[config.mk]
export PLATFORM = sky130hd
export DESIGN_NAME = simon_sound
export DESIGN_NICKNAME = d
export VERILOG_FILES = /design/src/rtl/simon_sound_pkg.sv /design/src/rtl/simon_sound_tone_gen.sv /design/src/rtl/simon_sound.sv
export SDC_FILE = /design/constraint.sdc
export NUM_CORES = 1
export LEC_CHECK = 0
export CORE_MARGIN = 3
export CORE_UTILIZATION = 30
export CTS_BUF_LIST = sky130_fd_sc_hd__clkbuf_2
export DETAILED_ROUTE_END_ITERATION = 10
export GPL_TIMING_DRIVEN = 0
export HOLD_SLACK_MARGIN = 0.08
export REMOVE_ABC_BUFFERS = 1
export SLEW_MARGIN = 20
export SYNTH_ARGS = -nofsm -noshare
export SYNTH_HDL_FRONTEND = slang
export SYNTH_HIERARCHICAL = 1
export SYNTH_SLANG_ARGS = --single-unit
[constraint.sdc]
create_clock -name clk -period 4.7 [get_ports clk]
set_input_delay 0.94 -clock clk [delete_from_list [all_inputs] [get_ports clk]]
set_output_delay 0.94 -clock clk [all_outputs]
set_load 0.01 [all_outputs]
[src/rtl/simon_sound_pkg.sv]
// simon_sound_pkg: shared types and constants for the Simon game audio stage.
// Holds the FSM state encoding, tone half-periods (in prescaler ticks),
// the jingle note sequence and the event priority encoder.
package simon_sound_pkg;

  typedef enum logic [1:0] {
    ST_IDLE   = 2'd0,
    ST_LAMP   = 2'd1,
    ST_JINGLE = 2'd2,
    ST_BUZZ   = 2'd3
  } state_t;

  typedef enum logic [1:0] {
    EV_NONE = 2'd0,
    EV_BUZZ = 2'd1,
    EV_WIN  = 2'd2,
    EV_HS   = 2'd3
  } event_t;

  localparam int HP_W = 14;

  localparam logic [HP_W-1:0] HP_TONE0 = 14'd1515;  // 330 Hz
  localparam logic [HP_W-1:0] HP_TONE1 = 14'd1136;  // 440 Hz
  localparam logic [HP_W-1:0] HP_TONE2 = 14'd902;   // 554 Hz
  localparam logic [HP_W-1:0] HP_TONE3 = 14'd759;   // 659 Hz
  localparam logic [HP_W-1:0] HP_BUZZ  = 14'd11905; // 42 Hz

  // Note sequence, note 0 in the low bits. WIN plays notes 0..3,
  // HS plays the full 0..7 (the win jingle twice).
  localparam logic [15:0] NOTE_SEQ = {2'd3, 2'd2, 2'd1, 2'd0,
                                      2'd3, 2'd2, 2'd1, 2'd0};
  localparam logic [2:0] WIN_LAST_NOTE = 3'd3;
  localparam logic [2:0] HS_LAST_NOTE  = 3'd7;
  // The buzz is four NOTE_TICKS-long segments with no phase restart between them.
  localparam logic [2:0] BUZZ_LAST_SEG = 3'd3;

  function automatic logic [HP_W-1:0] tone_half_period(input logic [1:0] tone);
    logic [HP_W-1:0] hp;
    case (tone)
      2'd0:    hp = HP_TONE0;
      2'd1:    hp = HP_TONE1;
      2'd2:    hp = HP_TONE2;
      2'd3:    hp = HP_TONE3;
      default: hp = HP_TONE0;
    endcase
    return hp;
  endfunction

  function automatic logic [1:0] note_tone(input logic [2:0] idx);
    return NOTE_SEQ[{idx, 1'b0} +: 2];
  endfunction

  // LOSE dominates everything; a coincident WIN and HS plays the longer
  // high-score jingle because it already contains the win jingle.
  function automatic event_t event_priority(input logic lose_e,
                                            input logic win_e,
                                            input logic hs_e);
    event_t ev;
    if (lose_e) begin
      ev = EV_BUZZ;
    end else if (hs_e) begin
      ev = EV_HS;
    end else if (win_e) begin
      ev = EV_WIN;
    end else begin
      ev = EV_NONE;
    end
    return ev;
  endfunction

endpackage

[src/rtl/simon_sound_tone_gen.sv]
// simon_sound_tone_gen: square-wave generator. Counts prescaler ticks and
// toggles its level every half_period ticks. restart/disable zero the
// phase; mute only masks the registered output so the phase keeps running.
module simon_sound_tone_gen
  import simon_sound_pkg::*;
(
  input  logic            clk,
  input  logic            rst_n,
  input  logic            tick,
  input  logic [HP_W-1:0] half_period,
  input  logic            restart,
  input  logic            enable,
  input  logic            mute,
  output logic            wave
);

  logic [HP_W-1:0] cnt_r;
  logic [HP_W-1:0] cnt_nxt_s;
  logic            phase_r;
  logic            phase_nxt_s;
  logic            wave_r;

  // Next phase count and level: cleared on restart or disable, stepped per tick.
  always_comb begin
    cnt_nxt_s   = cnt_r;
    phase_nxt_s = phase_r;
    if (!enable || restart) begin
      cnt_nxt_s   = {HP_W{1'b0}};
      phase_nxt_s = 1'b0;
    end else if (tick) begin
      if (cnt_r == half_period - HP_W'(1)) begin
        cnt_nxt_s   = {HP_W{1'b0}};
        phase_nxt_s = ~phase_r;
      end else begin
        cnt_nxt_s = cnt_r + HP_W'(1);
      end
    end else begin
      cnt_nxt_s   = cnt_r;
      phase_nxt_s = phase_r;
    end
  end

  // Phase registers plus the muted, registered speaker level.
  always_ff @(posedge clk or negedge rst_n) begin
    if (!rst_n) begin
      cnt_r   <= {HP_W{1'b0}};
      phase_r <= 1'b0;
      wave_r  <= 1'b0;
    end else begin
      cnt_r   <= cnt_nxt_s;
      phase_r <= phase_nxt_s;
      wave_r  <= phase_nxt_s & ~mute;
    end
  end

  assign wave = wave_r;

endmodule

[src/rtl/simon_sound.sv]
// simon_sound: audio stage of the Simon game. Edge-detects the controller's
// WIN/LOSE/HS flags, sequences lamp tones, jingles and the lose buzz, and
// drives a single registered speaker bit through simon_sound_tone_gen.
module simon_sound
  import simon_sound_pkg::*;
#(
  parameter int CLK_DIV    = 50,
  parameter int NOTE_TICKS = 150_000
) (
  input  logic       clk,
  input  logic       rst_n,
  input  logic [1:0] lamp,
  input  logic       lamp_ena,
  input  logic       win,
  input  logic       lose,
  input  logic       hs,
  input  logic       mute,
  output logic       speaker,
  output logic       busy
);

  localparam int PRE_W  = (CLK_DIV > 1) ? $clog2(CLK_DIV) : 1;
  localparam int NOTE_W = $clog2(NOTE_TICKS + 1);
  localparam logic [PRE_W-1:0]  PRE_LAST  = PRE_W'(CLK_DIV - 1);
  localparam logic [NOTE_W-1:0] NOTE_LAST = NOTE_W'(NOTE_TICKS - 1);

  logic [PRE_W-1:0]  presc_r;
  logic              tick_s;
  logic              win_prev_r, lose_prev_r, hs_prev_r;
  logic              win_edge_s, lose_edge_s, hs_edge_s;
  event_t            evt_s;
  state_t            state_r, state_nxt_s;
  logic [2:0]        note_idx_r, note_idx_nxt_s;
  logic [NOTE_W-1:0] note_cnt_r, note_cnt_nxt_s;
  logic              hs_mode_r, hs_mode_nxt_s;
  logic [1:0]        lamp_cur_r, lamp_cur_nxt_s;
  logic              restart_s;
  logic              note_end_s;
  logic [2:0]        last_note_s;
  logic [HP_W-1:0]   half_period_s;
  logic              busy_r;

  assign tick_s      = (presc_r == PRE_LAST);
  assign win_edge_s  = win  & ~win_prev_r;
  assign lose_edge_s = lose & ~lose_prev_r;
  assign hs_edge_s   = hs   & ~hs_prev_r;
  assign evt_s       = event_priority(lose_edge_s, win_edge_s, hs_edge_s);
  assign note_end_s  = tick_s && (note_cnt_r == NOTE_LAST);
  assign last_note_s = hs_mode_r ? HS_LAST_NOTE : WIN_LAST_NOTE;

  // Free-running tick prescaler; deliberately never resynced to note starts.
  always_ff @(posedge clk or negedge rst_n) begin
    if (!rst_n) begin
      presc_r <= {PRE_W{1'b0}};
    end else if (tick_s) begin
      presc_r <= {PRE_W{1'b0}};
    end else begin
      presc_r <= presc_r + PRE_W'(1'b1);
    end
  end

  // Previous-value registers for the WIN/LOSE/HS rising-edge detectors.
  always_ff @(posedge clk or negedge rst_n) begin
    if (!rst_n) begin
      win_prev_r  <= 1'b0;
      lose_prev_r <= 1'b0;
      hs_prev_r   <= 1'b0;
    end else begin
      win_prev_r  <= win;
      lose_prev_r <= lose;
      hs_prev_r   <= hs;
    end
  end

  // Next-state decode: event priority, lamp tracking and note/segment stepping.
  always_comb begin
    state_nxt_s    = state_r;
    note_idx_nxt_s = note_idx_r;
    note_cnt_nxt_s = note_cnt_r;
    hs_mode_nxt_s  = hs_mode_r;
    lamp_cur_nxt_s = lamp_cur_r;
    restart_s      = 1'b0;
    case (state_r)
      ST_IDLE, ST_LAMP: begin
        if (evt_s == EV_BUZZ) begin
          state_nxt_s    = ST_BUZZ;
          note_idx_nxt_s = 3'd0;
          note_cnt_nxt_s = {NOTE_W{1'b0}};
          restart_s      = 1'b1;
        end else if (evt_s != EV_NONE) begin
          state_nxt_s    = ST_JINGLE;
          hs_mode_nxt_s  = (evt_s == EV_HS);
          note_idx_nxt_s = 3'd0;
          note_cnt_nxt_s = {NOTE_W{1'b0}};
          restart_s      = 1'b1;
        end else if (lamp_ena) begin
          state_nxt_s = ST_LAMP;
          if ((state_r == ST_IDLE) || (lamp != lamp_cur_r)) begin
            lamp_cur_nxt_s = lamp;
            restart_s      = 1'b1;
          end else begin
            restart_s = 1'b0;
          end
        end else begin
          state_nxt_s = ST_IDLE;
        end
      end
      ST_JINGLE, ST_BUZZ: begin
        if (lose_edge_s) begin
          // LOSE aborts a jingle, and retriggers a running buzz from its start.
          state_nxt_s    = ST_BUZZ;
          note_idx_nxt_s = 3'd0;
          note_cnt_nxt_s = {NOTE_W{1'b0}};
          restart_s      = 1'b1;
        end else if (note_end_s) begin
          note_cnt_nxt_s = {NOTE_W{1'b0}};
          if (note_idx_r == ((state_r == ST_BUZZ) ? BUZZ_LAST_SEG : last_note_s)) begin
            note_idx_nxt_s = 3'd0;
            restart_s      = 1'b1;
            if (lamp_ena) begin
              state_nxt_s    = ST_LAMP;
              lamp_cur_nxt_s = lamp;
            end else begin
              state_nxt_s = ST_IDLE;
            end
          end else begin
            note_idx_nxt_s = note_idx_r + 3'd1;
            // Buzz segments share one continuous waveform; jingle notes restart.
            restart_s      = (state_r == ST_JINGLE);
          end
        end else if (tick_s) begin
          note_cnt_nxt_s = note_cnt_r + NOTE_W'(1);
        end else begin
          note_cnt_nxt_s = note_cnt_r;
        end
      end
      default: begin
        state_nxt_s    = ST_IDLE;
        note_idx_nxt_s = 3'd0;
        note_cnt_nxt_s = {NOTE_W{1'b0}};
        restart_s      = 1'b1;
      end
    endcase
  end

  // Half-period selection for the tone currently being played.
  always_comb begin
    case (state_r)
      ST_IDLE:   half_period_s = HP_TONE0;
      ST_LAMP:   half_period_s = tone_half_period(lamp_cur_r);
      ST_JINGLE: half_period_s = tone_half_period(note_tone(note_idx_r));
      ST_BUZZ:   half_period_s = HP_BUZZ;
      default:   half_period_s = HP_TONE0;
    endcase
  end

  // FSM state, note counters and the registered BUSY flag.
  always_ff @(posedge clk or negedge rst_n) begin
    if (!rst_n) begin
      state_r    <= ST_IDLE;
      note_idx_r <= 3'd0;
      note_cnt_r <= {NOTE_W{1'b0}};
      hs_mode_r  <= 1'b0;
      lamp_cur_r <= 2'd0;
      busy_r     <= 1'b0;
    end else begin
      state_r    <= state_nxt_s;
      note_idx_r <= note_idx_nxt_s;
      note_cnt_r <= note_cnt_nxt_s;
      hs_mode_r  <= hs_mode_nxt_s;
      lamp_cur_r <= lamp_cur_nxt_s;
      busy_r     <= (state_nxt_s == ST_JINGLE) || (state_nxt_s == ST_BUZZ);
    end
  end

  simon_sound_tone_gen u_tone_gen (
    .clk         (clk),
    .rst_n       (rst_n),
    .tick        (tick_s),
    .half_period (half_period_s),
    .restart     (restart_s),
    .enable      (state_nxt_s != ST_IDLE),
    .mute        (mute),
    .wave        (speaker)
  );

  assign busy = busy_r;

endmodule

---- Word level (Yosys, flattened, before mapping) ----
Index checks and enable logic that the tools add are counted.
operators by class
  $add $sub $neg .......................... 5
  equal/unequal tests ..................... 29
  bitwise gates (word level) .............. 10
  shift operators ......................... 1
  multiplexer cells ....................... 51
  reduce and logical (&&, ||, !) cells .... 17
operator list
  cell                     count
  $pmux 14 s4              3
  $mux 18                  5
  $mux 14                  3
  $pmux 18 s2              1
  $mux 2                   16
  $mux 3                   7
  $add 18x1->18 const B    1
  $eq 18x18->1 const B     1
  $eq 2x2->1 const B       9
  $ne 2x2->1 const B       8
  $shiftx 16x5->2 const A  1
  $add 14x1->14 const B    1
  $eq 14x14->1             1
  $sub 14x1->14 const B    1
  $mux 1                   11
  $eq 2x1->1 const B       4
  $pmux 2 s2               2
  $reduce_and 8->1         1
  $add 6x1->6 const B      1
  $eq 6x6->1 const B       1
  $logic_not 2->1          3
  $mux 6                   1
  $ne 3x3->1 const B       2
  $not 1->1                6
  other kinds (14)         23
storage, ports and cells
  input port bits ......................... 9
  output and inout bits ................... 2
  bits in registers ....................... 52
  word-level logic and storage cells ...... 126

---- Logic depth before layout (Yosys ltp) ----
  depth after elaboration ................. 14
  gate-level depth with buffers ........... 15
  depth with buffers taken out ............ 14

---- Hierarchy ----
The synthesis kept the hierarchy.
modules (own cells, without submodules)
  module                sequential area each (um^2)  area each (um^2)  instances  cells each
  simon_sound           900.9                        2,289.7           1          254
  simon_sound_tone_gen  400.4                        1,432.6           1          180

---- Worst setup path before layout ----
OpenSTA, ideal clock, no wires.
  path kind ............................... reg-to-reg
  from .................................... reg state_r[1]
  to ...................................... reg u_tone_gen.cnt_r[10]
  stages on the path, launching flop included .. 16
  data arrival time ....................... 3,385 ps
  library setup time ...................... 69 ps
  setup slack ............................. 1,246 ps
  period minus slack after synthesis ...... 3,454 ps
  data required time ...................... 4,631 ps
  buffers on the path ..................... 3
  cells stage by stage .................... dfrtp_1 > clkbuf_1 > inv_1 > nor2_1 > o21ai_0 > o22ai_1 > or4_1 > clkbuf_2 > nor3_2 > mux2_2 > mux2i_1 > o21ai_0 > a211o_1 > buf_6 > or3_1 > nand3_1
on the way
  elaborated cells between the ends (all ways) .. 31
  classes of those cells .................. add/sub: 1; eq/ne: 5; mux: 17; reduce/logical: 8
RTL lines
  what                                      line                        text
  from (decl)                               simon_sound.sv:32           state_t state_r, state_nxt_s;
  from (signal assigned)                    simon_sound.sv:167          state_r <= state_nxt_s;
  $eq 2x2->1, or another cell as far along  simon_sound.sv:148          case (state_r)
  $pmux 14 s4 *                             simon_sound.sv:148
  via half_period_s[4]                      simon_sound.sv:40           logic [HP_W-1:0] half_period_s;
  $sub 14x1->14 *                           simon_sound_tone_gen.sv:31  if (cnt_r == half_period - HP_W'(1)) begin
  $eq 14x14->1 *                            simon_sound_tone_gen.sv:31
  $mux 14 *                                 simon_sound_tone_gen.sv:31
  $mux 14 *                                 simon_sound_tone_gen.sv:30  end else if (tick) begin
  $mux 14 *                                 simon_sound_tone_gen.sv:27  if (!enable || restart) begin
  to (signal assigned)                      simon_sound_tone_gen.sv:46  cnt_r <= {HP_W{1'b0}};
  to (signal assigned)                      simon_sound_tone_gen.sv:50  cnt_r <= cnt_nxt_s;
  to (decl)                                 simon_sound_tone_gen.sv:17  logic [HP_W-1:0] cnt_r;
Mark *: on every way through the listed nets, which the timed path passes. The rest lies on a longest branch. The select of a mux whose other input is x is not followed.
A chain may end at the register's enable or synchronous reset.

---- Final worst setup path ----
  from .................................... reg state_r[1]
  to ...................................... reg u_tone_gen.cnt_r[4]
Same word-level chain as after synthesis.

==> flow_summary.toml <==
[drt]
drt-total-wl_mm = 8.46
vias_per_cell = 5.35
firstDrtPassIters = 4
num_vias = 3239
wl_per_cell_um = 14.0
drtIter0Drc = 236
ant_nets = 0
drc = 0

[die]
initial_utilization_pct = 30.9
die_area_um2 = 13800
core_area_um2 = 12100
die_y_um = 117
rows = 40
die_w_um = 117
ios = 11

[cells_and_area]
utilization_pct = 33.1
area_growth_pct = 7.33
diodes = 0
design_area_um2 = 4000
drive_gt1_share_pct = 5.49
finalNetCount = 460

[outcome]
status = "finished clean"

[global_routing]
grtUsageTotal_pct = 12.8
grt_pass1_vias = 3089
antenna_found_initial = 0
grt_pass1_wl_mm = 15.0
grt_max_degree = 53
grt-ovfl-total = 0

[synth]
synth.distinct_cells = 69
synth_warnings = 6
yosys_register_bits = 52
synth.area.top_cells = "dfrtp_1, nand3_1, ha_1"
async_reset_ff_share_pct = 100
synth_area_um2 = 3720
syn_inst = 434
syn_area_per_cell_um2 = 8.58
synth_top_area_cell = "dfrtp_1"
synth_ff_type = "dfrtp_1"
synth-edff-count = 0
synth_top_area_share_pct = 35.0
ys_seq_area_share_pct = 35.0

[clock_tree]
cts_made_buffers = 5
cts.path.max_buffers = 2
cts.sinks = 52
cts_tree = "built"
htreeDepth = 2
clk_latency_ns = 0.48
cts_resized = 0
cts-root-buf = "clkbuf_2"
cts_hold_buf = 0
clkSlewWorstSetupHoldPaths_ns = 0.30
post-cts-setup-buffer-count = 0

[placed_design]
io_buffer_count = 10
place_area_um2 = 3950
pre_cts_slack_ns = 0.532
gp_congestion = 0.843
dpl.hpwl_mm = 6.07

[sta]
slew_headroom_pct = 33.5
fin_crit_sh_pct = 89.8
finalHoldViolCount = 0
skew_ns = 0.0372
setup_viol = 0
fin_ws_ns = 0.481
holdWs_ns = 0.439
max_slew.worst_pin.slew_ns = 0.995
tns_ns = 0
slew_violations = 0
period_needed_ns = 4.22
rsz0062_at_grt = "no"
max_freq_ghz = 0.237

[worst_setup_path]
critical_path_class = "reg2reg"
crit_path_end_kind = "flip-flop"
start_kind = "flip-flop"
critPathArrivalTime_ns = 4.61
regToRegSetupSlack_ns = 0.48
cp.required_ns = 5.09
cp_max_fo = 15

[power]
p_int_uw = 519
switchingPower_uw = 205
power.share.clock_pct = 26.4
seq_power_share_pct = 64.7
power_frac_comb_pct = 9.0
peakVddDrop_v = 0.0000796
p_per_area_nw_per_um2 = 181
p_leak_uw = 0.00161
swShare_pct = 28.3

[flow_run]
maxCapViolations = 0

[hold_path]
hold_class = "in2async"
area by class of cell:
type	count	area [µm²]
fill	1280	8070
multi-input combinational	346	2270
sequential	52	1300
tap	168	210
timing repair buffer	10	97.6
inverter	21	78.8
clock buffer	6	30.0
clock inverter	2	11.3
power by group through the flow:
stage	clock, µW	sequential (µW)	combinational (µW)
global route	224	470	75.6
finish	191	468	64.8
global placement	0	475	65.0
floorplan	0	472	37.9
detailed placement	0	475	65.9
CTS	204	468	66.3
path summary, 6_finish.rpt:
check	start	endpoint	depth (start not counted)
min	rst_n	hs_prev_r$_DFF_PN0_	1
max	state_r[1]$_DFF_PN0_	u_tone_gen/cnt_r[4]$_DFFE_PN0P_	11
max reg2reg	state_r[1]$_DFF_PN0_	u_tone_gen/cnt_r[4]$_DFFE_PN0P_	11
max in group asynchronous	rst_n	presc_r[2]$_DFF_PN0_	1
min reg2reg	presc_r[3]$_DFF_PN0_	presc_r[3]$_DFF_PN0_	1
min in group clk	presc_r[3]$_DFF_PN0_	presc_r[3]$_DFF_PN0_	1
layout by cell type (no fill, tap or decap), types with 5 or more instances in the layout:
master / synthesis / routed
nor2_1: 25 / 25
nand2b_1: 9 / 9
nor2b_1: 8 / 8
nand3_1: 43 / 43
xnor2_1: 9 / 9
xor2_1: 9 / 9
nor4bb_1: 5 / 5
ha_1: 15 / 15
nor3_1: 9 / 9
or3_1: 12 / 12
nor4_1: 6 / 6
and3_1: 12 / 12
o211ai_1: 5 / 5
clkdlybuf4s50_1: 0 / 9
mux2i_1: 5 / 5
nand2_1: 31 / 31
dfrtp_1: 52 / 52
a21oi_1: 25 / 25
o21ai_0: 25 / 25
nand4_1: 9 / 9
inv_1: 20 / 20
a21o_1: 6 / 6
clkbuf_2: 1 / 6
synth_stat cells, drive strengths merged (10+ instances only):
cell	count
nor2	26
inv	21
ha	15
and3	12
nor3	10
nand2	31
o21ai	27
clkbuf	12
a21oi	25
nand3	43
or3	12
dfrtp	52
per-layer routing:
layer / wire (µm) / vias to the layer above / track usage [%]
met1: 4130 / 1583 / 17.5
met3: 273 / 9 / 2.12
met4: 123 / 0 / 3.89
met2: 3930 / 44 / 20.8
li1: - / 1603 / -
met5: 0 / - / 0
per-stage QoR:
stage,instances,power (µW)
final,605,723
after CTS,605,739
after floorplan,419,510
after global placement,597,540
after detailed placement,597,541
after global routing,605,770
logic make-up (layout without fill, tap and decap cells):
group	after synthesis	in the layout	synth area share [%]
buffers and inverters	38	39	4.37
and+or+nand+nor	200	200	30.5
AOI/OAI and AO/OA	101	101	18.3
other	1	3	0.101
DFF	52	52	35.0
muxes	9	9	2.55
adders and majority gates	15	15	5.04
xor gates and xnor gates	18	18	4.24
worst max-delay path, stage by stage (launching register included):
cell and delay, ns:
dfrtp_1 0.70, inv_1 0.15, nor2_1 0.28, a22oi_1 0.23
nor3_1 0.71, nand3_1 0.24, nor4_1 0.37, nor4_2 0.12
nor4bb_1 0.48, a21oi_1 0.42, a21o_1 0.27, a21o_1 0.16
sequential cells by signal (all words and copies together), names as in the netlist, 2 cells and up:
register,flops
note_cnt_r,18
state_r,2
lamp_cur_r,2
note_idx_r,3
u_tone_gen/cnt_r,14
presc_r,6
(Power assumes the default switching activity.)
